<file path="config.mk">
export PLATFORM = sky130hd
export DESIGN_NAME = bram_output_streamer_flat
export DESIGN_NICKNAME = d
export VERILOG_FILES = /design/src/rtl/bram_output_streamer_if.sv /design/src/rtl/bram_output_streamer.sv /design/src/flat_wrapper.sv
export SDC_FILE = /design/constraint.sdc
export NUM_CORES = 1
export LEC_CHECK = 0
export CAP_MARGIN = 15
export CELL_PAD_IN_SITES_DETAIL_PLACEMENT = 1
export CELL_PAD_IN_SITES_GLOBAL_PLACEMENT = 1
export CORE_UTILIZATION = 35
export DETAILED_ROUTE_END_ITERATION = 8
export PLACE_DENSITY = 0.89
export REMOVE_ABC_BUFFERS = 1
export SLEW_MARGIN = 20
export SYNTH_ARGS = -nofsm -noshare
export SYNTH_HDL_FRONTEND = slang
export SYNTH_SLANG_ARGS = --single-unit
</file>
<file path="constraint.sdc">
create_clock -name clk -period 3.45 [get_ports clk]
set_input_delay 0.69 -clock clk [delete_from_list [all_inputs] [get_ports clk]]
set_output_delay 0.69 -clock clk [all_outputs]
set_load 0.02 [all_outputs]
</file>
<file path="src/rtl/bram_output_streamer_if.sv">
// rtl/bram_output_streamer_if.sv - AXI-Stream-like master/slave bundle for the BRAM readout stream.
interface bram_output_streamer_if #(
   parameter int DW = 16
) ();
   logic [DW-1:0] tdata;
   logic          tvalid;
   logic          tready;
   logic          tlast;

   modport master (output tdata, output tvalid, output tlast, input tready);
   modport slave  (input tdata, input tvalid, input tlast, output tready);
endinterface

</file>
<file path="src/rtl/bram_output_streamer.sv">
// rtl/bram_output_streamer.sv - reads a row range from all output BRAM banks and serializes it onto a stream.
module bram_output_streamer #(
   parameter int DW         = 16,
   parameter int NUM_BRAMS  = 16,
   parameter int ADDR_WIDTH = 9,
   parameter int DEPTH      = 512
) (
   input  logic                             clk,
   input  logic                             rst_n,
   input  logic                             start,
   input  logic [ADDR_WIDTH-1:0]            base_addr,
   input  logic [ADDR_WIDTH:0]              num_words,
   output logic                             ext_read_mode,
   output logic [NUM_BRAMS*ADDR_WIDTH-1:0]  ext_read_addr_flat,
   input  logic [NUM_BRAMS*DW-1:0]          bram_read_data_flat,
   bram_output_streamer_if.master           m_axis,
   output logic                             busy,
   output logic                             done
);
   localparam int                    COL_W     = (NUM_BRAMS > 1) ? $clog2(NUM_BRAMS) : 1;
   localparam logic [COL_W-1:0]      COL_LAST  = COL_W'(NUM_BRAMS - 1);
   localparam logic [COL_W-1:0]      COL_ONE   = COL_W'(1);
   localparam logic [ADDR_WIDTH:0]   ROWS_MAX  = (ADDR_WIDTH+1)'(DEPTH);
   localparam logic [ADDR_WIDTH:0]   ROWS_ONE  = (ADDR_WIDTH+1)'(1);
   localparam logic [ADDR_WIDTH-1:0] ADDR_LAST = ADDR_WIDTH'(DEPTH - 1);
   localparam logic [ADDR_WIDTH-1:0] ADDR_ONE  = ADDR_WIDTH'(1);

   typedef enum logic [2:0] {
      S_IDLE,
      S_ADDR,
      S_CAPTURE,
      S_STREAM,
      S_DONE
   } state_t;

   state_t                    state_q, state_d;
   logic [ADDR_WIDTH-1:0]     rd_addr_q, rd_addr_d;
   logic [ADDR_WIDTH:0]       rows_left_q, rows_left_d;
   logic [COL_W-1:0]          col_q, col_d;
   logic [NUM_BRAMS*DW-1:0]   row_buf_q, row_buf_d;

   always_ff @(posedge clk) begin
      if (!rst_n) begin
         state_q     <= S_IDLE;
         rd_addr_q   <= '0;
         rows_left_q <= '0;
         col_q       <= '0;
         row_buf_q   <= '0;
      end else begin
         state_q     <= state_d;
         rd_addr_q   <= rd_addr_d;
         rows_left_q <= rows_left_d;
         col_q       <= col_d;
         row_buf_q   <= row_buf_d;
      end
   end

   always_comb begin
      state_d     = state_q;
      rd_addr_d   = rd_addr_q;
      rows_left_d = rows_left_q;
      col_d       = col_q;
      row_buf_d   = row_buf_q;
      case (state_q)
         S_IDLE: begin
            if (start) begin
               if (num_words == '0) begin
                  state_d = S_DONE;
               end else begin
                  rd_addr_d   = base_addr;
                  rows_left_d = (num_words > ROWS_MAX) ? ROWS_MAX : num_words;
                  state_d     = S_ADDR;
               end
            end
         end
         S_ADDR: begin
            state_d = S_CAPTURE;
         end
         S_CAPTURE: begin
            // BRAM has one cycle of read latency, so the row addressed in ADDR is on the bus now.
            row_buf_d = bram_read_data_flat;
            col_d     = '0;
            state_d   = S_STREAM;
         end
         S_STREAM: begin
            if (m_axis.tready) begin
               if (col_q == COL_LAST) begin
                  col_d       = '0;
                  rows_left_d = rows_left_q - ROWS_ONE;
                  rd_addr_d   = (rd_addr_q == ADDR_LAST) ? '0 : rd_addr_q + ADDR_ONE;
                  state_d     = (rows_left_q == ROWS_ONE) ? S_DONE : S_ADDR;
               end else begin
                  col_d = col_q + COL_ONE;
               end
            end
         end
         S_DONE: begin
            state_d = S_IDLE;
         end
         default: begin
            state_d = S_IDLE;
         end
      endcase
   end

   // Every output is decoded from registered state; tready only reaches outputs via the next state.
   assign ext_read_mode      = (state_q == S_ADDR) || (state_q == S_CAPTURE) || (state_q == S_STREAM);
   assign ext_read_addr_flat = {NUM_BRAMS{rd_addr_q}};
   assign busy               = (state_q != S_IDLE);
   assign done               = (state_q == S_DONE);
   assign m_axis.tvalid      = (state_q == S_STREAM);
   assign m_axis.tdata       = row_buf_q[col_q*DW +: DW];
   assign m_axis.tlast       = (state_q == S_STREAM) && (col_q == COL_LAST) && (rows_left_q == ROWS_ONE);

endmodule
</file>
<file path="src/flat_wrapper.sv">
// flat-port wrapper written by rule: the top's interface ports become plain ports
module bram_output_streamer_flat 
#(
   parameter int DW         = 16,
   parameter int NUM_BRAMS  = 16,
   parameter int ADDR_WIDTH = 9,
   parameter int DEPTH      = 512
)
  (clk, rst_n, start, base_addr, num_words, ext_read_mode, ext_read_addr_flat, bram_read_data_flat, busy, done, m_axis_tdata, m_axis_tvalid, m_axis_tlast, m_axis_tready);
  bram_output_streamer_if #(.DW(DW)) m_axis_i ();
  input  logic clk;
  input  logic rst_n;
  input  logic start;
  input  logic [ADDR_WIDTH-1:0] base_addr;
  input  logic [ADDR_WIDTH:0] num_words;
  output logic ext_read_mode;
  output logic [NUM_BRAMS*ADDR_WIDTH-1:0] ext_read_addr_flat;
  input  logic [NUM_BRAMS*DW-1:0] bram_read_data_flat;
  output logic busy;
  output logic done;
  output wire logic [$bits(m_axis_i.tdata)-1:0] m_axis_tdata;
  output wire logic [$bits(m_axis_i.tvalid)-1:0] m_axis_tvalid;
  output wire logic [$bits(m_axis_i.tlast)-1:0] m_axis_tlast;
  input wire logic [$bits(m_axis_i.tready)-1:0] m_axis_tready;
  assign m_axis_tdata = m_axis_i.tdata;
  assign m_axis_tvalid = m_axis_i.tvalid;
  assign m_axis_tlast = m_axis_i.tlast;
  assign m_axis_i.tready = m_axis_tready;
  bram_output_streamer #(.DW(DW), .NUM_BRAMS(NUM_BRAMS), .ADDR_WIDTH(ADDR_WIDTH), .DEPTH(DEPTH)) u_core (.clk(clk), .rst_n(rst_n), .start(start), .base_addr(base_addr), .num_words(num_words), .ext_read_mode(ext_read_mode), .ext_read_addr_flat(ext_read_addr_flat), .bram_read_data_flat(bram_read_data_flat), .m_axis(m_axis_i), .busy(busy), .done(done));
endmodule
</file>
Word level (Yosys, flattened, before mapping)
Cells that the tools add are included.

Add/sub/neg operators: 3. Magnitude comparators: 1. Eq/ne operators: 11. Shift operators: 1. Mux-type cells: 21. Reduce and logical (&&, ||, !) cells: 12.

Operator list (count): indexed part select 256 x 9 -> 16 bit (1); two-way mux 10 bit (5); two-way mux 9 bit (5); one-hot mux 10 bit (2 select lines) (1); one-hot mux 9 bit (2 select lines) (1); two-way mux 3 bit (5); one-hot mux 3 bit (4 select lines) (1); == test 10 x 1 -> 1 bit, second input constant (1); greater-than comparator 10 bit, second input constant (1); zero test 10 bit (1); subtractor 10 x 1 -> 10 bit, second input constant (1); adder 9 x 1 -> 9 bit, second input constant (1); == test 9 bit, second input constant (1); two-way mux 4 bit (2); one-hot mux 4 bit (2 select lines) (1); == test 3 x 2 -> 1 bit, second input constant (2); AND reduction 5 bit (1); adder 4 x 1 -> 4 bit, second input constant (1); == test 4 bit, second input constant (1); != test 2 x 1 -> 1 bit, second input constant (2); != test 2 bit, second input constant (2); nonzero test 2 bit (2); == test 3 x 1 -> 1 bit, second input constant (1); == test 3 bit, second input constant (1); 6 further kinds (8).

Register bits: 282. Input bits: 279. Output and inout port bits: 165. Word-level logic and storage cells: 54.

Depth between registers and ports, before layout
Word-level depth: 5. Depth in mapped cells: 8. Mapped depth without buffers: 8.

Worst setup path after synthesis
No wires, ideal clock.

Kind: register to output. Start point: register u_core.col_q[0]. End point: output m_axis_tdata[0]. Arrival time: 1778 ps. Required time: 2760 ps. Slack: 982 ps. Cell stages (with the launch flop): 5. Path buffers: 2. Cell sequence: dfxtp_1 buf_6 buf_2 mux4_2 mux4_2.

Longest elaborated chain between the ends: 1.

RTL lines: from (decl) (line bram_output_streamer.sv:39) `logic [COL_W-1:0] col_q, col_d;`; from (signal assigned) (line bram_output_streamer.sv:53) `col_q <= col_d;`; indexed part select 256 x 9 -> 16 bit (line bram_output_streamer.sv:112) `assign m_axis.tdata = row_buf_q[col_q*DW +: DW];`; to (decl) (line flat_wrapper.sv:21) `output wire logic [$bits(m_axis_i.tdata)-1:0] m_axis_tdata;`.

No other way between the ends.

Final worst setup path
Start point: register u_core.col_q[0]. End point: output m_axis_tdata[10].

The elaborated chain is that of the path after synthesis.

==> flow_summary.toml <==
[route]
wire_per_inst_microns = 19.9
firstDrtPassIters = 5
ant_nets = 0
avgViaCountPerCell = 5.23
via_count = 12274
wl_microns = 46700
drt_iter0_markers = 551
drc = 0

[global_route]
grt_max_degree = 137
gr-total-overflow = 0
grt_pass1_vias = 13098
gr-usage-all-layers_pct = 23.2
grt_antenna_before_repair = 5
grt_pass1_wl_microns = 71200

[yosys]
synth-edff-count = 0
ys_ff_latch = 282
synth_top_cell_by_area = "dfxtp_1"
yosysMostFrequentCell = "nand2_1"
yosysSeqAreaShare_pct = 42.2
syn_avg_cell_area_sq_um = 8.58
postSynth.asyncResetShare_pct = 0
ys_top_cells_by_area = "dfxtp_1 42%, nand2_1 15%, mux4_2 13%"
synth_top_area_share_pct = 42.2
synth_flop_cell = "dfxtp_1"
synthDistinctLibCells = 58
syn_area_sq_mm = 0.0134
syn_inst = 1559
synth_warnings = 0
netlist_top_cells_count = "521 x nand2_1, 282 x dfxtp_1, 273 x a21oi_1"

[run_status]
status = "complete, no violations"

[power]
p_sw_uw = 2310
p_int_uw = 6270
swShare_pct = 26.9
combPwrFrac_pct = 18.4
total_power_uw = 8580
seqPwrFrac_pct = 41.9
power.leakage_uw = 0.00637
ir_drop_uv = 333
p_per_area_mw_per_mm2 = 467
clkPwrFrac_pct = 39.7

[timing]
finalSetupViolations = 0
fin_crit_sh_pct = 97.6
timing.fmax_ghz = 0.297
rsz0062_at_grt = "true"
max_slew_margin_pct = 35.2
clock_skew_ns = 0.0124
period_needed_ns = 3.37
hold_viol = 0
maxSlewViolCount = 0
tightest_slew_ns = 0.973

[worst_setup_path]
cp_slowest_cell = "mux4_2"
path_cells = "bufbuf_16 -> mux4_2 -> mux4_2 -> dlygate4sd2_1"
end_kind = "primary output"
cp_common_cell = "mux4_2"
crit_path_start_kind = "flop"
cp.required_ns = 2.76
cp_max_fo = 17
max_stage_delay_ns = 0.51
worstPathArrival_ns = 2.68
critical_path_class = "flop to primary output"

[floorplan]
boundaryPins = 444
die_w_microns = 197
start_util_pct = 35.5
die_y_microns = 197
die-area_sq_mm = 0.0390
row_count = 71
core_area_sq_mm = 0.0377

[clock_tree]
insertion_delay_ns = 0.56
cts_hold_buf = 0
cts_buffer_depth = 3
post_cts_buffers = 0
cts_tree = "built"
clk_pin_slew_ns = 0.06
cts_buffers = 31
root_buffer = "clkbuf_16"
htreeDepth = 1
cts_sinks = 282

[finish]
postLayoutCoreUtil_pct = 48.8
fillers = 4337
multi_input_area_sq_mm = 0.00614
drive_gt1_share_pct = 9.37
nets = 2095
regArea_sq_mm = 0.00565
area_growth_pct = 37.4

[placed_design]
place.gp.congestion = 0.846
io_buffers = 443
dp_hpwl_microns = 33300

[worst_hold_path]
worst_hold_path_type = "flop to flop"

[run]
max_cap_viol_count = 0
## cell usage in the layout (no fill, tap or decap), types with 15 or more instances in the layout
cell type | netlist | final
clkbuf_16 | 0 | 31
a21oi_1 | 273 | 273
dlygate4sd2_1 | 0 | 17
nor2_1 | 15 | 15
dfxtp_1 | 282 | 279
mux4_2 | 75 | 75
clkdlybuf4s50_1 | 0 | 426
nand2_1 | 521 | 521
buf_4 | 135 | 16
## kinds of logic (layout without fill, tap and decap cells)
| group | count (synthesis) | in the layout | share of synthesized area, % |
|---|---|---|---|
| buffers and inverters | 265 | 541 | 12.0 |
| muxes | 81 | 81 | 13.7 |
| other | 0 | 3 | 0 |
| DFF | 282 | 282 | 42.2 |
| and+or+nand+nor | 596 | 596 | 18.1 |
| adders and majority gates | 5 | 5 | 0.468 |
| AOI/OAI and AO/OA | 330 | 330 | 13.5 |
## final timing paths
path                            cells after the start  slack [ns]               endpoint                   from
worst min-delay path                                2        0.45  u_core.row_buf_q[125]  u_core.row_buf_q[125]
worst min register to register                      2        0.45  u_core.row_buf_q[125]  u_core.row_buf_q[125]
worst max-delay path                                4        0.08       m_axis_tdata[10]        u_core.col_q[0]
worst max register to register                      7        0.60    u_core.rd_addr_q[5]    u_core.rd_addr_q[1]
## flip-flops by register name, indices dropped and copies added, names as in the netlist
register            cells
u_core.row_buf_q      256
u_core.rows_left_q     10
u_core.rd_addr_q        9
u_core.col_q            4
u_core.state_q          3
## layout make-up
class / count / share of cell area (%)
diodes: 3 / 0.0409
clock buffers: 46 / 5.18
clock inverters: 11 / 0.606
inverters: 11 / 0.266
multi-input cells: 1012 / 33.4
flip-flops and latches: 282 / 30.8
well taps: 511 / 3.48
repair buffers: 473 / 26.3
## per-stage QoR
step	instance area, sq um	TNS (ns)	hold WS [ns]	setup WS (ns)	instances
6_report	18400	0	0.453	0.0814	2349
4_1_cts	18400	0	0.457	0.0188	2346
3_5_place_dp	17300	0	0.448	0.368	2288
2_1_floorplan	11800	-1224.53	0.432	-5.03	1305
3_3_place_gp	17300	0	0.440	0.352	2288
5_1_grt	18400	-0.00787	0.468	-0.00451	2347
## worst max-delay path, delay by kind of cell, from the launching register on
family   cells  cell delay, ns
mux          2            0.99
flops        1            0.42
buf+inv      2            0.70
## power by group through the flow
stage          Combinational, uW  Clock (uW)  Sequential (uW)
4_1_cts                     1590        3490             3590
3_3_place_gp                1530           0             3640
6_report                    1580        3410             3590
3_5_place_dp                1580           0             3660
5_1_grt                     1690        3610             3610
2_1_floorplan                574           0             3800
## what timing repair did
item,CTS,global route
gates resized for setup,19,0
gates cloned,1,0
hold endpoints to repair,0,0
setup endpoints to repair,17,3
## layer usage
metal,GRT usage [%],vias to the layer above,part of all wire (%)
li1,-,5696,-
met1,25.5,6016,38
met2,43.4,457,52
met3,5.07,101,7.0
met4,8.30,4,3.3
met5,0,-,0.058
No activity file was read; power rests on OpenSTA's default activity.
